$ cat src/rtl/dbus_arbiter_pkg.sv
// Shared dbus payload types and arbiter state encoding.
package dbus_arbiter_pkg;

   localparam int unsigned ADDR_W = 32;
   localparam int unsigned DATA_W = 64;
   localparam int unsigned STRB_W = 8;
   localparam int unsigned SIZE_W = 3;

   typedef enum logic {
      IDLE = 1'b0,
      BUSY = 1'b1
   } arb_state_t;

   typedef struct packed {
      logic              valid;
      logic [ADDR_W-1:0] addr;
      logic [SIZE_W-1:0] size;
      logic [STRB_W-1:0] strobe;
      logic [DATA_W-1:0] data;
   } dbus_req_t;

   typedef struct packed {
      logic              addr_ok;
      logic              data_ok;
      logic [DATA_W-1:0] data;
   } dbus_resp_t;

endpackage

$ cat src/rtl/arb_pick.sv
// Combinational priority picker: first valid requester at or after start, wrapping at NREQ-1 -> 0.
module arb_pick #(
   parameter int unsigned NREQ  = 2,
   parameter int unsigned IDX_W = 1
) (
   input  logic [NREQ-1:0]  valid,
   input  logic [IDX_W-1:0] start,
   output logic             any,
   output logic [IDX_W-1:0] idx
);

   // Walk from the farthest candidate back to start so the nearest valid one is written last.
   always_comb begin
      int j;
      j   = 0;
      any = |valid;
      idx = '0;
      for (int k = int'(NREQ) - 1; k >= 0; k--) begin
         j = int'(start) + k;
         if (j >= int'(NREQ)) begin
            j = j - int'(NREQ);
         end
         if (valid[IDX_W'(j)]) begin
            idx = IDX_W'(j);
         end
      end
   end

endmodule

$ cat src/rtl/dbus_arbiter.sv
// Shares one downstream dbus port among NREQ requesters, one latched transaction at a time.
// Define DBUS_ARB_ROUND_ROBIN_EN for rotating priority; otherwise lowest index wins.
module dbus_arbiter
   import dbus_arbiter_pkg::*;
#(
   parameter int unsigned  NREQ  = 2,
   localparam int unsigned IDX_W = (NREQ > 1) ? $clog2(NREQ) : 1
) (
   input  logic             clk,
   input  logic             reset,
   input  dbus_req_t        ireq  [NREQ],
   output dbus_resp_t       iresp [NREQ],
   output dbus_req_t        oreq,
   input  dbus_resp_t       oresp,
   output logic             busy,
   output logic [IDX_W-1:0] owner
);

   arb_state_t       state;
   dbus_req_t        req_q;
   logic [NREQ-1:0]  req_valid;
   logic             pick_any;
   logic [IDX_W-1:0] pick_idx;
   logic [IDX_W-1:0] pick_start;

`ifdef DBUS_ARB_ROUND_ROBIN_EN
   logic [IDX_W-1:0] ptr;
   assign pick_start = ptr;
`else
   assign pick_start = '0;
`endif

   always_comb begin
      for (int i = 0; i < int'(NREQ); i++) begin
         req_valid[i] = ireq[i].valid;
      end
   end

   arb_pick #(
      .NREQ  (NREQ),
      .IDX_W (IDX_W)
   ) u_pick (
      .valid (req_valid),
      .start (pick_start),
      .any   (pick_any),
      .idx   (pick_idx)
   );

   // Grant in IDLE, hold the latched copy in BUSY until data_ok.
   always_ff @(posedge clk) begin
      if (reset) begin
         state <= IDLE;
         owner <= '0;
         req_q <= '0;
`ifdef DBUS_ARB_ROUND_ROBIN_EN
         ptr   <= '0;
`endif
      end else begin
         case (state)
            IDLE: begin
               if (pick_any) begin
                  state       <= BUSY;
                  owner       <= pick_idx;
                  req_q       <= ireq[pick_idx];
                  req_q.valid <= 1'b1;
`ifdef DBUS_ARB_ROUND_ROBIN_EN
                  ptr <= (pick_idx == IDX_W'(NREQ - 1)) ? '0 : pick_idx + IDX_W'(1);
`endif
               end
            end
            BUSY: begin
               if (oresp.data_ok) begin
                  state <= IDLE;
                  req_q <= '0;
               end
            end
            default: begin
               state <= IDLE;
               req_q <= '0;
            end
         endcase
      end
   end

   assign oreq = req_q;
   assign busy = (state == BUSY);

   // Handshakes reach only the owner, and only while a transaction is in flight.
   always_comb begin
      for (int i = 0; i < int'(NREQ); i++) begin
         iresp[i].data    = oresp.data;
         iresp[i].addr_ok = busy && (owner == IDX_W'(i)) && oresp.addr_ok;
         iresp[i].data_ok = busy && (owner == IDX_W'(i)) && oresp.data_ok;
      end
   end

endmodule

$ cat config.mk
export PLATFORM = sky130hd
export DESIGN_NAME = dbus_arbiter
export DESIGN_NICKNAME = d
export VERILOG_FILES = /design/src/rtl/dbus_arbiter_pkg.sv /design/src/rtl/arb_pick.sv /design/src/rtl/dbus_arbiter.sv
export SDC_FILE = /design/constraint.sdc
export NUM_CORES = 1
export LEC_CHECK = 0
export CAP_MARGIN = 10
export CORE_AREA = 4 4 201 203
export CTS_BUF_LIST = sky130_fd_sc_hd__clkbuf_4
export CTS_CLUSTER_SIZE = 24
export DETAILED_ROUTE_END_ITERATION = 8
export DIE_AREA = 0 0 205 207
export GPL_ROUTABILITY_DRIVEN = 0
export GPL_TIMING_DRIVEN = 0
export PLACE_DENSITY = 0.52
export SLEW_MARGIN = 20
export SYNTH_ARGS = -nofsm -noshare
export SYNTH_HDL_FRONTEND = slang
export SYNTH_SLANG_ARGS = --single-unit
$ cat constraint.sdc
create_clock -name clk -period 2.78 [get_ports clk]
set_input_delay 0.695 -clock clk [delete_from_list [all_inputs] [get_ports clk]]
set_output_delay 0.695 -clock clk [all_outputs]
set_load 0.01 [all_outputs]
==> results.json, run 1 <==
{
  "hold_depth": 1,
  "postRouteAntennaNets": 0,
  "finalMaxSlewViolations": 0,
  "nNetsFinal": 1029,
  "layout_commonest_cell": "clkdlybuf4s50_1",
  "crit_family": "buffers and inverters",
  "highest_layer": "met4",
  "worst_path_max_delay_cell": "clkdlybuf4s50_1",
  "clk_path_buf_depth": 2,
  "irDropWorstVdd_mv": 0.1669,
  "fmax_mhz": 386.6,
  "tightest_slew_ns": 0.8882,
  "drtPass1Iterations": 4,
  "status": "complete, no violations",
  "maxSlewHeadroom": 0.4078,
  "clkSinkCount": 109,
  "fin_skew_ns": 0.03480,
  "cts_htree_levels": 3,
  "clk_pin_slew_ns": 0.17,
  "area_delta_synth_final_pct": 102.1,
  "utilization": 0.2257,
  "die_x_um": 205,
  "hold_path.class": "register to register",
  "r2r-end": "oreq[41]$_SDFFE_PP0P_",
  "dr_wl_met3_mm": 2.399,
  "rows": 72,
  "cts_buffers": 9,
  "place_ws_ns": -0.2374,
  "startpoint_type": "input pin",
  "hold_path.startpoint": "oreq[3]$_SDFFE_PP0P_",
  "cp_common_cell": "clkdlybuf4s50_1",
  "cts_resized": 0,
  "avgViaCountPerCell": 3.181,
  "met2_length_mm": 8.958,
  "place_hpwl_mm": 14.84,
  "portBuffers": 351,
  "wl_met1_mm": 6.370,
  "track_usage": 0.08019,
  "setup_violations": 0,
  "wirelength_mm": 17.95,
  "synth_top_area_frac": 0.5080,
  "drt_iter0_markers": 89,
  "finalWorstSetupSlack_ns": 0.1934,
  "synthTopCellsByArea": "dfxtp_1 (51%), buf_4 (23%), a22o_1 (22%)",
  "core_um2": 38470,
  "p_per_area_nw_per_um2": 433.3,
  "worstSkewPairLatency_ns": 0.55,
  "cts_root_buffer": "clkbuf_4",
  "start_util": 0.1117,
  "min_period_over_period": 0.9304,
  "finalCriticalPeriod_ns": 2.587,
  "synth_top_area_cell": "dfxtp_1",
  "avgSynthCellArea_um2": 11.30,
  "synth-seq-area-share": 0.5080,
  "grt_pass1_vias": 4313,
  "setup.worst_path.end_class": "primary output",
  "ios": 526,
  "overflow": 0,
  "antenna_found_initial": 3,
  "netlist_area_um2": 4295,
  "grt_max_degree": 20,
  "finalHoldViolCount": 0,
  "fp.dieH_um": 207,
  "num_vias": 4062,
  "crit_fanout": 2,
  "drc": 0,
  "wire_per_inst_um": 14.06,
  "synth_warnings": 0,
  "worstRegToRegCells": 4,
  "cts_hold_buffers": 0,
  "r2r_setup_slack_ns": 0.47,
  "grt_pass1_wl_mm": 25.77,
  "worst-path-buf-inv": 2,
  "max_stage_delay_ns": 0.56,
  "drv_cap": 0,
  "postCtsSetupBuffers": 0,
  "tns_ns": 0,
  "worstReg2RegStart": "busy$_SDFF_PP0_",
  "path_cells": "clkdlybuf4s50_1 > and2_1 > clkdlybuf4s50_1",
  "ys_types": 14,
  "drive_gt1_frac": 0.2173,
  "ys_ff_latch": 109,
  "total_power_mw": 3.761,
  "arrival_ns": 1.89,
  "most-common-layout-cells": "clkdlybuf4s50_1 (351), buf_4 (131), dfxtp_1 (109)",
  "worstPathRequired_ns": 2.09,
  "critical_path_class": "input pin to primary output",
  "p_leak_nw": 3.482,
  "tritoncts": "built",
  "synth_cells": 380,
  "holdPathEnd": "oreq[3]$_SDFFE_PP0P_",
  "die-area_um2": 42440
}
==> cell families after synthesis <==
logic type / Yosys count / share of synthesized area
buffers and inverters: 153 / 0.2578
AO/OA/AOI/OAI: 109 / 0.2220
flip-flops: 109 / 0.5080
AND/OR/NAND/NOR: 8 / 0.01136
other: 1 / 0.0008730
==> worst max path at each step <==
stage	start	to	slack, ns	cells past startpoint
CTS	busy$_SDFF_PP0_	iresp[131]	0.06	2
floorplan	ireq[215]	oreq[83]$_SDFFE_PP0P_	1.0	5
global route	busy$_SDFF_PP0_	iresp[130]	-0.007	2
detailed placement	ireq[215]	oreq[40]$_SDFFE_PP0P_	-0.24	5
global placement	reset	oreq[82]$_SDFFE_PP0P_	-0.73	5
finish	oresp[64]	iresp[130]	0.19	3
==> where the power goes <==
| group | switching, mW | total (mW) | internal, mW |
|---|---|---|---|
| Clock | 0.624 | 1.00 | 0.378 |
| Sequential | 0.0601 | 1.73 | 1.67 |
| Combinational | 0.357 | 1.03 | 0.672 |
==> routing by layer <==
metal  up-vias  track usage
li1       1960            -
met1      1852      0.08007
met2       235       0.1406
met3        15      0.04661
met4         0      0.02402
met5         -            0
==> registers in the layout, indices dropped and copies added, names as in the netlist <==
signal	cells
busy	1
oreq	108
==> stage by stage <==
step | cells | hold slack [ns] | instance area, um2
after detailed placement | 1252 | 0.4606 | 8486
after global placement | 1251 | 0.4408 | 8464
after global routing | 1276 | 0.5164 | 8678
after floorplan | 382 | 0.4973 | 4303
after CTS | 1268 | 0.5060 | 8658
final | 1277 | 0.4974 | 8681
==> final cells by class <==
cell class	instances	area, um2
Sequential cell	109	2182
Clock buffer	9	67.56
Fill cell	4159	29790
Clock inverter	7	105.1
Buffer	153	1107
Tap cell	518	648.1
Multi-Input combinational cell	120	1020
Antenna cell	9	22.52
Timing Repair Buffer	352	3528
==> cells in the mapped netlist <==
| cell | instances |
|---|---|
| buf_4 | 131 |
| dfxtp_1 | 109 |
| a22o_1 | 107 |
| buf_2 | 9 |
| clkbuf_1 | 9 |
| buf_6 | 4 |
| and2_1 | 3 |
| nor2_1 | 2 |
| a21o_1 | 1 |
| a21oi_2 | 1 |
| conb_1 | 1 |
| nand2b_1 | 1 |
| nor3_2 | 1 |
| or3_1 | 1 |
Note: power is estimated with default switching activity, not from simulation.
==> run 2: changes to the inputs <==
- CORE_AREA: 4 4 201 203 -> 4 4 202 204
- DIE_AREA: 0 0 205 207 -> 0 0 206 208
- clock period: 2.78 -> 2.5 ns (I/O delays scaled with it)
==> results.json, run 2 (synthesis results as in run 1) <==
{
  "status": "complete, no violations",
  "met1_usage": 0.08080,
  "arrival_ns": 1.80,
  "rsz0062_at_grt": "false",
  "tritoncts": "built",
  "rows": 73,
  "core_um2": 39280,
  "min_period_over_period": 0.9686,
  "critical_path_class": "input pin to primary output",
  "wirelength_mm": 17.05,
  "placedCellCount": 1258,
  "instances_no_fill": 1275,
  "nNetsFinal": 1028,
  "drc": 0,
  "irDropWorstVdd_mv": 0.2239,
  "hold_path.class": "register to register",
  "worstReg2RegStart": "busy$_SDFF_PP0_",
  "fmax_mhz": 413.0,
  "finalMaxSlewViolations": 0,
  "clkSinkCount": 109,
  "finalCriticalPeriod_ns": 2.422,
  "place_area_um2": 8479,
  "area_delta_synth_final_pct": 101.9,
  "finalHoldViolCount": 0,
  "maxSlewHeadroom": 0.4845,
  "clk_pin_slew_ns": 0.18,
  "clk_path_buf_depth": 2,
  "cp_common_cell": "clkdlybuf4s50_1",
  "fin_skew_ns": 0.01818,
  "crit_start": "oresp[64]",
  "antenna_found_initial": 2,
  "crit_fanout": 2,
  "drv_cap": 0,
  "cts_root_buffer": "clkbuf_4",
  "worstSkewPairLatency_ns": 0.52,
  "place_hpwl_mm": 13.76,
  "total_power_mw": 4.230,
  "cts_htree_levels": 3,
  "most-common-layout-cells": "clkdlybuf4s50_1 (351), buf_4 (131), dfxtp_1 (108)",
  "worst-path-buf-inv": 2,
  "postRouteAntennaNets": 0,
  "largest_reg_flops": 108,
  "drive_gt1_frac": 0.2163,
  "setup.worst_path.end_class": "primary output",
  "num_vias": 3984,
  "avgViaCountPerCell": 3.125,
  "start_util": 0.1094,
  "grt_pass1_wl_mm": 24.87,
  "die-area_um2": 42850,
  "grt.busiest_layer": "met2",
  "path_cells": "clkdlybuf4s50_1 > and2_1 > clkdlybuf4s50_1",
  "ios": 526,
  "worstPathRequired_ns": 1.88,
  "p_per_area_nw_per_um2": 487.7,
  "worst_path_max_delay_cell": "clkdlybuf4s50_1",
  "tightest_slew_ns": 0.7733,
  "grt_pass1_vias": 4207,
  "p_leak_nw": 3.486,
  "portBuffers": 351,
  "setup_violations": 0,
  "overflow": 0,
  "grt_max_degree": 19,
  "met2_usage": 0.1325,
  "track_usage": 0.07625,
  "startpoint_type": "input pin",
  "wire_per_inst_um": 13.37,
  "drt_iter0_markers": 110,
  "postCtsSetupBuffers": 0,
  "hold_path.startpoint": "oreq[107]$_SDFFE_PP0P_",
  "num-fill-cells": 4280,
  "fp.dieH_um": 208,
  "grt_util_met3": 0.03522,
  "drtPass1Iterations": 4,
  "post-route-cell-area_um2": 8673,
  "die_x_um": 206,
  "max_stage_delay_ns": 0.57,
  "layout_commonest_cell": "clkdlybuf4s50_1",
  "crit_family": "buffers and inverters",
  "cts_buffers": 9
}
==> run 2: final timing paths <==
| check | end | slack (ns) | depth (start not counted) |
|---|---|---|---|
| worst max-delay path | iresp[130] | 0.08 | 3 |
| worst min-delay path | oreq[107]$_SDFFE_PP0P_ | 0.48 | 1 |
| worst max register to register | oreq[36]$_SDFFE_PP0P_ | 0.45 | 4 |
| worst min register to register | oreq[107]$_SDFFE_PP0P_ | 0.48 | 1 |
==> run 2: power by group <==
group	internal, mW	total (mW)	switching, mW	leakage (nW)
clock network	0.513	1.17	0.662	0.0997
logic	0.744	1.13	0.388	2.49
registers	1.86	1.92	0.0654	0.898
total	3.11	4.23	1.12	3.49
==> run 2: area by class of cell <==
| cell class | count | area (um2) | area share |
|---|---|---|---|
| diodes | 1 | 2.502 | 0.0002885 |
| plain buffers | 153 | 1107 | 0.1277 |
| clock buffers | 9 | 67.56 | 0.007790 |
| clock inverters | 7 | 122.6 | 0.01414 |
| multi-input cells | 120 | 1020 | 0.1176 |
| flip-flops and latches | 109 | 2183 | 0.2517 |
| well taps | 525 | 656.9 | 0.07574 |
| repair buffers | 351 | 3513 | 0.4051 |
==> run 2: timing repair <==
| item | 4_1_cts | 5_1_grt |
|---|---|---|
| gates resized for setup | 1 | 0 |
| endpoints found under the setup margin | 1 | 0 |
| hold buffers | 0 | 0 |
==> run 2: worst register-to-register path, delay by kind of cell (launching register included) <==
family                 cells  cell delay, ns
DFF                        1            0.40
buffers and inverters      1            0.38
and+or+nand+nor            1            0.40
AOI/OAI and AO/OA          2            0.81
==> run 2: stage by stage <==
stage	utilization	setup WS, ns	TNS (ns)	hold WS, ns
floorplan	-	0.7865	0	0.4973
global placement	0.2157	-0.6991	-47.51	0.4389
detailed placement	0.2159	-0.4517	-36.45	0.4460
CTS	0.2208	0.04822	0	0.4883
global route	0.2208	0.01530	0	0.5002
finish	0.2208	0.07840	0	0.4801
==> run 2: layer usage <==
| layer | vias to the layer above | share of wire | wire, um |
|---|---|---|---|
| li1 | 1944 | - | - |
| met4 | 2 | 0.017 | 285 |
| met5 | - | 0.00041 | 7 |
| met3 | 17 | 0.11 | 1930 |
| met2 | 234 | 0.50 | 8566 |
| met1 | 1787 | 0.37 | 6263 |
==> run 3: changes to the inputs <==
- SLEW_MARGIN: 20 -> not set
- TNS_END_PERCENT: not set -> 30
==> results.json, run 3 (synthesis results as in run 1) <==
{
  "dr_wl_met3_mm": 1.916,
  "r2r-end": "oreq[40]$_SDFFE_PP0P_",
  "clkSinkCount": 109,
  "hold_depth": 1,
  "cts_buffers": 9,
  "portBuffers": 351,
  "cts_htree_levels": 3,
  "worstRegToRegCells": 4,
  "track_usage": 0.07560,
  "met2_length_mm": 8.517,
  "arrival_ns": 1.80,
  "fp.dieH_um": 208,
  "path_cells": "clkdlybuf4s50_1 > and2_1 > clkdlybuf4s50_1",
  "largest_reg_flops": 108,
  "cp_common_cell": "clkdlybuf4s50_1",
  "setup.worst_path.end_class": "primary output",
  "post-route-cell-area_um2": 8623,
  "fin_skew_ns": 0.01561,
  "layout_commonest_cell": "clkdlybuf4s50_1",
  "start_util": 0.1094,
  "min_period_over_period": 0.9690,
  "instances_no_fill": 1276,
  "r2r_setup_slack_ns": 0.49,
  "max_stage_delay_ns": 0.56,
  "hold_path.startpoint": "oreq[107]$_SDFFE_PP0P_",
  "die-area_um2": 42850,
  "rows": 73,
  "most-common-layout-cells": "clkdlybuf4s50_1 (351), buf_4 (131), dfxtp_1 (108)",
  "worstReg2RegStart": "busy$_SDFF_PP0_",
  "crit_start": "oresp[64]",
  "irDropWorstVdd_mv": 0.2029,
  "core_um2": 39280,
  "cts_root_buffer": "clkbuf_4",
  "postRouteAntennaNets": 0,
  "clk_path_buf_depth": 2,
  "worst_path_max_delay_cell": "clkdlybuf4s50_1",
  "p_leak_nw": 3.456,
  "worstSkewPairLatency_ns": 0.52,
  "crit_fanout": 2,
  "drtPass1Iterations": 4,
  "wl_met1_mm": 6.304,
  "drive_gt1_frac": 0.2163,
  "finalCriticalPeriod_ns": 2.423,
  "hold_path.class": "register to register",
  "cts_hold_buffers": 0,
  "worst-path-buf-inv": 2,
  "grt_pass1_vias": 4172,
  "place_area_um2": 8473,
  "maxSlewHeadroom": 0.5138,
  "startpoint_type": "input pin",
  "drv_cap": 0,
  "overflow": 0,
  "avgViaCountPerCell": 3.155,
  "tritoncts": "built",
  "crit_family": "buffers and inverters",
  "finalMaxSlewViolations": 0,
  "die_x_um": 206,
  "antenna_found_initial": 3,
  "num-fill-cells": 4276,
  "rsz0062_at_grt": "false",
  "worstPathRequired_ns": 1.88,
  "placedCellCount": 1258,
  "status": "complete, no violations",
  "drc": 0,
  "place_hpwl_mm": 13.78,
  "p_per_area_nw_per_um2": 466.0,
  "finalHoldViolCount": 0,
  "setup_violations": 0,
  "num_vias": 4026,
  "holdPathEnd": "oreq[107]$_SDFFE_PP0P_",
  "wire_per_inst_um": 13.36,
  "clk_pin_slew_ns": 0.17,
  "wirelength_mm": 17.05,
  "highest_layer": "met5",
  "grt_pass1_wl_mm": 24.75,
  "grt_max_degree": 18,
  "nNetsFinal": 1028,
  "tightest_slew_ns": 0.7294,
  "drt_iter0_markers": 95,
  "ios": 526,
  "critical_path_class": "input pin to primary output",
  "postCtsSetupBuffers": 0,
  "fmax_mhz": 412.8,
  "area_delta_synth_final_pct": 100.8
}
## run 3: how the worst max path moves through the flow
stage                                  endpoint  slack, ns  cells past startpoint
after CTS                            iresp[130]       0.05                      2
after floorplan           oreq[83]$_SDFFE_PP0P_       0.79                      5
after global routing                 iresp[130]       0.04                      2
final                                iresp[130]       0.08                      3
after global placement    oreq[76]$_SDFFE_PP0P_      -0.70                      6
after detailed placement  oreq[80]$_SDFFE_PP0P_      -0.82                      6
## run 3: metrics by stage
step	hold slack (ns)	util	power [mW]	setup slack (ns)	setup TNS, ns
floorplan	0.4973	-	2.393	0.7865	0
global placement	0.4389	0.2157	3.109	-0.6991	-47.51
detailed placement	0.4445	0.2157	3.113	-0.8214	-56.67
CTS	0.4851	0.2194	4.146	0.04604	0
global route	0.4980	0.2195	4.254	0.03734	0
finish	0.4735	0.2196	4.018	0.07750	0
## run 3: timing repair
action / in CTS / in global routing
resized for setup: 2 / 0
endpoints found under the hold margin: 0 / 0
setup endpoints to repair: 21 / 0
## run 3: layout make-up
cell class | instances | area [um2] | share of cell area
Antenna cell | 2 | 5.005 | 0.0005804
Buffer | 153 | 1107 | 0.1284
Clock buffer | 10 | 75.07 | 0.008706
Clock inverter | 6 | 62.56 | 0.007255
Multi-Input combinational cell | 120 | 1020 | 0.1183
Sequential cell | 109 | 2183 | 0.2532
Tap cell | 525 | 656.9 | 0.07618
Timing Repair Buffer | 351 | 3513 | 0.4074
## run 3: metal layers
metal	vias to the layer above	global-route usage
met4	2	0.02845
met1	1824	0.07956
met5	-	0
li1	1949	-
met3	16	0.03367
met2	235	0.1322
## run 3: where the power goes
part / switching (mW) / total [mW] / internal, mW
combinational: 0.389 / 1.13 / 0.744
sequential: 0.0647 / 1.92 / 1.86
clock: 0.648 / 0.963 / 0.314
total: 1.10 / 4.02 / 2.92
